### config.mk
export PLATFORM = sky130hd
export DESIGN_NAME = ex_muldiv_seq
export DESIGN_NICKNAME = d
export VERILOG_FILES = /design/src/rtl/rv_pkg.sv /design/src/rtl/ex_muldiv_seq.sv
export SDC_FILE = /design/constraint.sdc
export NUM_CORES = 1
export LEC_CHECK = 0
export ABC_AREA = 0
export BUFFER_PORTS_ARGS = -buffer_cell sky130_fd_sc_hd__buf_2
export CAP_MARGIN = 20
export CORE_MARGIN = 2
export CORE_UTILIZATION = 35
export DETAILED_ROUTE_END_ITERATION = 16
export HOLD_SLACK_MARGIN = 0.1
export PLACE_DENSITY_LB_ADDON = 0.25
export SLEW_MARGIN = 20
export SYNTH_ARGS = -nofsm -noshare
export SYNTH_HDL_FRONTEND = slang
export SYNTH_SLANG_ARGS = --single-unit
### constraint.sdc
create_clock -name clk -period 4.05 [get_ports clk]
set_clock_uncertainty 0.1 [all_clocks]
set_input_delay 0.81 -clock clk [delete_from_list [all_inputs] [get_ports clk]]
set_output_delay 0.81 -clock clk [all_outputs]
set_load 0.01 [all_outputs]
### src/rtl/rv_pkg.sv
// Shared RV32 definitions for the EX-stage multiply/divide sequencer.
// M-extension opcode fields and sequencer state encoding.
package rv_pkg;

    localparam logic [6:0] F7_MULDIV = 7'b0000001;

    localparam logic [2:0] F3_MUL    = 3'b000;
    localparam logic [2:0] F3_MULH   = 3'b001;
    localparam logic [2:0] F3_MULHSU = 3'b010;
    localparam logic [2:0] F3_MULHU  = 3'b011;
    localparam logic [2:0] F3_DIV    = 3'b100;
    localparam logic [2:0] F3_DIVU   = 3'b101;
    localparam logic [2:0] F3_REM    = 3'b110;
    localparam logic [2:0] F3_REMU   = 3'b111;

    typedef enum logic [1:0] {
        MD_IDLE = 2'd0,
        MD_CALC = 2'd1,
        MD_FIX  = 2'd2,
        MD_DONE = 2'd3
    } md_state_e;

endpackage

### src/rtl/ex_muldiv_seq.sv
// Iterative RV32M multiply/divide sequencer beside the EX-stage ALU.
// Shift-add multiply / restoring divide, one iteration per cycle.
module ex_muldiv_seq
    import rv_pkg::*;
#(
    parameter int XLEN = 32
) (
    input  logic            clk,
    input  logic            rst,
    input  logic            start,
    input  logic [2:0]      funct3,
    input  logic [XLEN-1:0] op_a,
    input  logic [XLEN-1:0] op_b,
    input  logic            flush,
    output logic            stall,
    output logic            done,
    output logic [XLEN-1:0] result
);

    localparam int W2 = 2 * XLEN;
    localparam logic [XLEN-1:0] SMIN = {1'b1, {(XLEN-1){1'b0}}};

    md_state_e       state_q, state_d;
    logic [5:0]      cnt_q, cnt_d;
    logic [2:0]      f3_q, f3_d;
    logic            neg_q, neg_d;
    logic [XLEN-1:0] b_q, b_d;
    logic [W2-1:0]   acc_q, acc_d;
    logic [XLEN:0]   rem_q, rem_d;
    logic [XLEN-1:0] result_q, result_d;
    logic            done_q, done_d;

    // Returns {rem, acc}. Divide keeps the dividend/quotient in acc low word.
    function automatic logic [XLEN+W2:0] muldiv_step(
        input logic            is_div,
        input logic [W2-1:0]   acc,
        input logic [XLEN:0]   rem,
        input logic [XLEN-1:0] b
    );
        logic [XLEN:0] sum;
        logic [XLEN:0] sh;
        logic [XLEN:0] diff;
        sum  = {1'b0, acc[W2-1:XLEN]} +
               (acc[0] ? {1'b0, b} : {(XLEN+1){1'b0}});
        sh   = {rem[XLEN-1:0], acc[XLEN-1]};
        diff = sh - {1'b0, b};
        if (!is_div)
            muldiv_step = {rem, sum, acc[XLEN-1:1]};
        else if (!diff[XLEN])
            muldiv_step = {diff, acc[W2-1:XLEN], acc[XLEN-2:0], 1'b1};
        else
            muldiv_step = {sh, acc[W2-1:XLEN], acc[XLEN-2:0], 1'b0};
    endfunction

    logic            sgn_a, sgn_b, sa, sb;
    logic [XLEN-1:0] mag_a, mag_b;
    logic            div_zero, div_ovf;
    logic [W2-1:0]   prod;
    logic [XLEN-1:0] quo, rmd;
    logic [XLEN+W2:0] step;

    always_comb begin
        sgn_a = (funct3 == F3_MULH) || (funct3 == F3_MULHSU) ||
                (funct3 == F3_DIV)  || (funct3 == F3_REM);
        sgn_b = (funct3 == F3_MULH) || (funct3 == F3_DIV) ||
                (funct3 == F3_REM);
        sa    = sgn_a & op_a[XLEN-1];
        sb    = sgn_b & op_b[XLEN-1];
        mag_a = sa ? -op_a : op_a;
        mag_b = sb ? -op_b : op_b;
        div_zero = funct3[2] && (op_b == '0);
        div_ovf  = funct3[2] && !funct3[0] &&
                   (op_a == SMIN) && (op_b == '1);
        prod = neg_q ? -acc_q : acc_q;
        quo  = neg_q ? -acc_q[XLEN-1:0] : acc_q[XLEN-1:0];
        rmd  = neg_q ? -rem_q[XLEN-1:0] : rem_q[XLEN-1:0];
        step = muldiv_step(f3_q[2], acc_q, rem_q, b_q);
    end

    always_comb begin
        state_d  = state_q;
        cnt_d    = cnt_q;
        f3_d     = f3_q;
        neg_d    = neg_q;
        b_d      = b_q;
        acc_d    = acc_q;
        rem_d    = rem_q;
        result_d = result_q;
        done_d   = 1'b0;
        unique case (state_q)
            MD_IDLE: begin
                if (start && !flush) begin
                    f3_d  = funct3;
                    neg_d = (funct3 == F3_REM) ? sa : (sa ^ sb);
                    b_d   = mag_b;
                    acc_d = {{XLEN{1'b0}}, mag_a};
                    rem_d = '0;
                    cnt_d = '0;
                    if (div_zero) begin
                        result_d = funct3[1] ? op_a : '1;
                        done_d   = 1'b1;
                        state_d  = MD_DONE;
                    end else if (div_ovf) begin
                        result_d = funct3[1] ? '0 : SMIN;
                        done_d   = 1'b1;
                        state_d  = MD_DONE;
                    end else begin
                        state_d = MD_CALC;
                    end
                end
            end
            MD_CALC: begin
                if (flush) begin
                    state_d = MD_IDLE;
                end else begin
                    rem_d = step[XLEN+W2:W2];
                    acc_d = step[W2-1:0];
                    cnt_d = cnt_q + 6'd1;
                    if (cnt_q == 6'(XLEN-1))
                        state_d = MD_FIX;
                end
            end
            MD_FIX: begin
                if (flush) begin
                    state_d = MD_IDLE;
                end else begin
                    unique case (f3_q)
                        F3_MUL:                         result_d = prod[XLEN-1:0];
                        F3_MULH, F3_MULHSU, F3_MULHU:   result_d = prod[W2-1:XLEN];
                        F3_DIV, F3_DIVU:                result_d = quo;
                        default:                        result_d = rmd;
                    endcase
                    done_d  = 1'b1;
                    state_d = MD_DONE;
                end
            end
            default: state_d = MD_IDLE;
        endcase
    end

    always_ff @(posedge clk) begin
        if (rst) begin
            state_q  <= MD_IDLE;
            cnt_q    <= '0;
            f3_q     <= '0;
            neg_q    <= 1'b0;
            b_q      <= '0;
            acc_q    <= '0;
            rem_q    <= '0;
            result_q <= '0;
            done_q   <= 1'b0;
        end else begin
            state_q  <= state_d;
            cnt_q    <= cnt_d;
            f3_q     <= f3_d;
            neg_q    <= neg_d;
            b_q      <= b_d;
            acc_q    <= acc_d;
            rem_q    <= rem_d;
            result_q <= result_d;
            done_q   <= done_d;
        end
    end

    assign stall  = ((state_q == MD_IDLE) && start && !flush) ||
                    (state_q == MD_CALC) || (state_q == MD_FIX);
    assign done   = done_q;
    assign result = result_q;

endmodule
Word-level counts from Yosys, hierarchy flattened
Cells that the tools add are included.
{"block": "totals", "inputBits": 71, "out_inout_bits": 34, "ff_bits": 173}
{"block": "op_classes", "n_reduce_logical": 29, "eq_ne": 21, "add_sub_neg": 8, "mux": 38, "bitwise_logic": 3}
{"cell": "2-to-1 mux 32 bit", "n": 13}
{"cell": "2-to-1 mux 64 bit", "n": 3}
{"cell": "2-to-1 mux 96 bit", "n": 2}
{"cell": "negation 32 bit", "n": 4}
{"cell": "one-hot mux 32 bit (2 select lines)", "n": 2}
{"cell": "one-hot mux 64 bit (2 select lines)", "n": 1}
{"cell": "one-hot mux 32 bit (3 select lines)", "n": 1}
{"cell": "== test 32 bit, second input constant", "n": 2}
{"cell": "negation 64 bit", "n": 1}
{"cell": "adder 32 x 32 -> 33 bit", "n": 1}
{"cell": "subtractor 33 x 32 -> 33 bit", "n": 1}
{"cell": "logical NOT 32 bit", "n": 1}
{"cell": "== test 3 bit, second input constant", "n": 4}
{"cell": "2-to-1 mux 2 bit", "n": 6}
{"cell": "2-to-1 mux 6 bit", "n": 2}
{"cell": "one-hot mux 6 bit (2 select lines)", "n": 1}
{"cell": "AND reduction 4 bit", "n": 3}
{"cell": "inequality test 2 bit, second input constant", "n": 5}
{"cell": "== test 3 x 2 -> 1 bit, second input constant", "n": 3}
{"cell": "logical AND 1 bit", "n": 7}
{"cell": "logical OR 1 bit", "n": 7}
{"cell": "adder 6 x 1 -> 6 bit, second input constant", "n": 1}
{"cell": "== test 3 x 1 -> 1 bit, second input constant", "n": 2}
{"cell": "== test 6 x 5 -> 1 bit, second input constant", "n": 1}
{"cell": "other kinds (16)", "n": 25}

Longest topological paths before layout
{"block": "logic_depth", "word_depth": 8, "ltp_mapped": 13}

Least setup slack after synthesis
No wires, ideal clock.
{"block": "synth_timing", "kind": "register to register", "start": "reg acc_q[0]", "end": "reg result_q[8], in the netlist result[8]", "path_stages_with_launch": 12, "path_slack_ns": 0.662, "setup_time_ns": 0.091, "arrival_ns": 3.197, "synth_period_minus_slack_ns": 3.388, "t_required_ns": 3.859, "path_buffers": 2, "cell_sequence": "dfxtp_1 -> inv_1 -> buf_1 -> ha_1 -> or3b_2 -> or2_2 -> or4_1 -> buf_2 -> o21ai_0 -> xor2_1 -> a2111o_1 -> a311oi_1"}
{"block": "synth_between", "elab_chain_cells": 5, "word_cells_on_any_way": 7, "cone_classes": "add/sub: 2; mux: 5"}
{"element": "from (decl)", "line": "ex_muldiv_seq.sv:28", "text": "logic [W2-1:0] acc_q, acc_d;"}
{"element": "from (signal assigned)", "line": "ex_muldiv_seq.sv:148", "text": "acc_q <= '0;"}
{"element": "from (signal assigned)", "line": "ex_muldiv_seq.sv:158", "text": "acc_q <= acc_d;"}
{"element": "negation 64 bit / negation 32 bit (equally long branches)", "line": "ex_muldiv_seq.sv:74, ex_muldiv_seq.sv:75"}
{"element": "2-to-1 mux 64 bit / 2-to-1 mux 32 bit (equally long branches)", "line": "ex_muldiv_seq.sv:74, ex_muldiv_seq.sv:75"}
{"element": "one-hot mux 32 bit (3 select lines) *", "line": "ex_muldiv_seq.sv:127", "text": "unique case (f3_q)"}
{"element": "2-to-1 mux 32 bit *", "line": "ex_muldiv_seq.sv:124", "text": "if (flush) begin"}
{"element": "one-hot mux 32 bit (2 select lines) *", "line": "ex_muldiv_seq.sv:90", "text": "unique case (state_q)"}
{"element": "to (signal assigned)", "line": "ex_muldiv_seq.sv:160", "text": "result_q <= result_d;"}
{"element": "to (decl)", "line": "ex_muldiv_seq.sv:30", "text": "logic [XLEN-1:0] result_q, result_d;"}
Mark *: on every way between the ends. The rest lies on a longest branch, timed or not. The select of a mux whose other input is x is not followed.
A chain may end at the register's enable or synchronous reset.

Worst setup path in the final report
{"block": "layout_timing", "start": "reg acc_q[31]", "end": "reg rem_q[26]"}
{"block": "layout_between", "elab_chain_cells": 5}
{"element": "subtractor 33 x 32 -> 33 bit", "line": "ex_muldiv_seq.sv:46", "text": "diff = sh - {1'b0, b};"}
{"element": "2-to-1 mux 96 bit", "line": "ex_muldiv_seq.sv:49", "text": "else if (!diff[XLEN])"}
{"element": "2-to-1 mux 96 bit", "line": "ex_muldiv_seq.sv:47", "text": "if (!is_div)"}
{"element": "2-to-1 mux 32 bit", "line": "ex_muldiv_seq.sv:113", "text": "if (flush) begin"}
{"element": "one-hot mux 32 bit (2 select lines)", "line": "ex_muldiv_seq.sv:90"}
{"element": "to (signal assigned)", "line": "ex_muldiv_seq.sv:159", "text": "rem_q <= rem_d;"}
{"element": "to (decl)", "line": "ex_muldiv_seq.sv:29", "text": "logic [XLEN:0] rem_q, rem_d;"}
No other way between the ends. The select of a mux whose other input is x is not followed.

==> run_results.csv <==
group,metric,value,unit
worst_hold_path,hold_path_class,"reg -> reg",
global_route,antenna_found_initial,1,
global_route,grt_pass1_vias,14935,
detailed_routing,drcViolationCount,0,
clock_tree,ctsResizeCount,0,
final_layout,area_growth,11.9,%
synthesis,synth_ff_type,"dfxtp_1",
worst_setup_path,required,4.34,ns
worst_setup_path,path_max_fanout,6,
clock_tree,numCtsBuffers,17,
worst_setup_path,path_class,"reg -> reg",
run_status,outcome,"finished, final reports clean",
sta,hold_violations,0,
synthesis,seq_area_frac_synth,23.0,%
synthesis,synth_edf_count,0,
global_route,grt_usage,26.7,%
worst_setup_path,max_stage_delay,0.43,ns
placed_design,dp_hpwl,46.5,mm
detailed_routing,vias,16233,
sta,worst_pin_slew,0.857,ns
sta,period_minus_slack,3.63,ns
final_layout,final_cell_mix,"nor2_1 (224), nand2_1 (206), dfxtp_1 (171)",
floorplanning,fp.dieW,211,um
floorplanning,core,42200,sq um
synthesis,synth_nets,2221,
global_route,grt_pass1_wl,91.1,mm
detailed_routing,ant_nets,0,
synthesis,synth-seq-cells,173,
placed_design,io_buffers,104,
pwr,p_per_area,281,nW/um^2
clock_tree,cts_tree,"yes",
final_layout,final_area,16800,sq um
detailed_routing,firstDrtPassIters,6,
synthesis,yosysWarnings,0,
clock_tree,path_clk_slew,0.09,ns
clock_tree,cts_buffer_depth,2,
sta,timing.final.crit_share,89.6,%
final_layout,fin_nets,2267,
final_layout,final_common_cell,"nor2_1",
floorplanning,design.die.area,44700,sq um
worst_setup_path,crit_chain,"inv_1, ha_1, fa_1, nand2b_1, a21oi_1, o22ai_1, a211oi_1, buf_4, o31ai_1, xnor2_2, buf_4, nand2_1, o21ai_0",
detailed_routing,wl_per_cell,22.4,um
placed_design,gp_congestion,0.998,
sta,setup_violations,0,
clock_tree,cts_sinks,173,
sta,whs,0.356,ns
clock_tree,cts_hold_buffers,0,
pwr,finalPower,4.73,mW
synthesis,ys_types,74,
floorplanning,initial_core_util,35.7,%
worst_setup_path,worstPathArrival,3.91,ns
clock_tree,htreeDepth,4,
floorplanning,io_pins,105,
final_layout,diodes,0,
sta,tns,0,ns
clock_tree,clock_latency,0.48,ns
job,maxCapViolCount,0,
global_route,grt_max_degree,83,
placed_design,placedInstanceArea,16300,sq um
detailed_routing,drt_iter0_drc,1671,
clock_tree,postCtsSetupBuffers,0,
synthesis,async_flop_share,0,%
clock_tree,ctsRootBufferMaster,"clkbuf_16",
pwr,vdd_ir_drop_max,0.251,mV
sta,fmax,276,MHz
sta,slew_viol_final,0,
synthesis,syn_area,15100,sq um
pwr,p_leak,6.54,nW
worst_setup_path,crit_path_start_kind,"flop",
worst_setup_path,crit_top_cell,"buf_4",
global_route,grt_overflow,0,
worst_setup_path,cp-end-kind,"flop",
synthesis,syn_inst,2078,
final_layout,drive_gt1_share,10.9,%
sta,rsz0062_at_grt,"false",
floorplanning,placementRows,75,
detailed_routing,viasPerCell,6.07,
sta,maxSlewHeadroom,42.8,%
floorplanning,die_h,211,um
synthesis,syn_area_per_cell,7.25,sq um
worst_setup_path,slowest_stage,"dfxtp_1",
detailed_routing,wirelength,60.1,mm
## routing by layer
metal | vias to the layer above | part of all wire [%] | GRT usage, %
met3 | 119 | 7.8 | 5.07
met1 | 7710 | 44 | 36.5
met2 | 688 | 43 | 40.2
li1 | 7716 | - | -
met5 | - | 0 | 0
met4 | 0 | 4.9 | 13.1
## metrics by stage
stage | utilization [%] | setup WS [ns] | instances
2_1_floorplan | - | 0.662 | 2078
3_3_place_gp | 38.5 | 0.338 | 2644
3_5_place_dp | 38.5 | 0.287 | 2644
4_1_cts | 39.9 | 0.442 | 2676
5_1_grt | 39.9 | 0.0992 | 2676
6_report | 39.9 | 0.422 | 2676
## power breakdown
group          switching (mW)  leakage, nW  internal (mW)
registers              0.0773         1.40           1.76
clock network           0.869        0.279          0.846
logic                   0.776         4.85          0.405
total                    1.72         6.54           3.01
## flip-flops by register name (all words and copies together), names as in the netlist
| name | cells |
|---|---|
| acc_q | 64 |
| b_q | 32 |
| rem_q | 32 |
| result | 32 |
| cnt_q | 6 |
| f3_q | 3 |
| state_q | 2 |
| done | 1 |
| neg_q | 1 |
## kinds of logic after synthesis
kind of cell / synth area share, %
flip-flops: 23.0
XOR/XNOR: 11.0
multiplexers: 2.14
adder cells (fa/ha/maj): 6.08
AND/OR/NAND/NOR: 24.5
buffers and inverters: 5.16
AO/OA/AOI/OAI: 28.2
## worst max-delay path: cells and delay by family, from the launching register on
kind,cells,cell delay (ns)
compound gates,5,1.16
fa+ha+maj,2,0.62
buf+inv,3,0.53
flops,1,0.43
xor+xnor,1,0.39
simple gates,2,0.31
## cell type report
class	count	area, sq um
Clock buffer	19	453
Clock inverter	13	126
Fill cell	4465	25400
Inverter	64	240
Multi-Input combinational cell	1703	10900
Sequential cell	173	3470
Tap cell	539	674
Timing Repair Buffer	165	1030
## cells in the mapped netlist (all sizes together) (58+ instances only)
| cell | count | area share [%] |
|---|---|---|
| nor2 | 226 | 5.6 |
| o21ai | 124 | 4.1 |
| xor2 | 92 | 5.4 |
| dfxtp | 173 | 23 |
| nand2 | 206 | 5.1 |
| ha | 70 | 5.8 |
| nand3 | 94 | 3.1 |
| xnor2 | 97 | 5.6 |
| inv | 63 | 1.6 |
| a21oi | 144 | 4.8 |
| clkbuf | 123 | 3.1 |
| nor3 | 58 | 1.9 |
| a211oi | 74 | 3.7 |
## worst paths after layout
check	slack (ns)	end	from	cells past startpoint
hold reg to reg	0.36	b_q[17]	b_q[17]	2
setup reg to reg	0.42	rem_q[26]	acc_q[31]	13
hold / removal	0.36	b_q[17]	b_q[17]	2
setup / recovery	0.42	rem_q[26]	acc_q[31]	13
(Power assumes the default switching activity.)
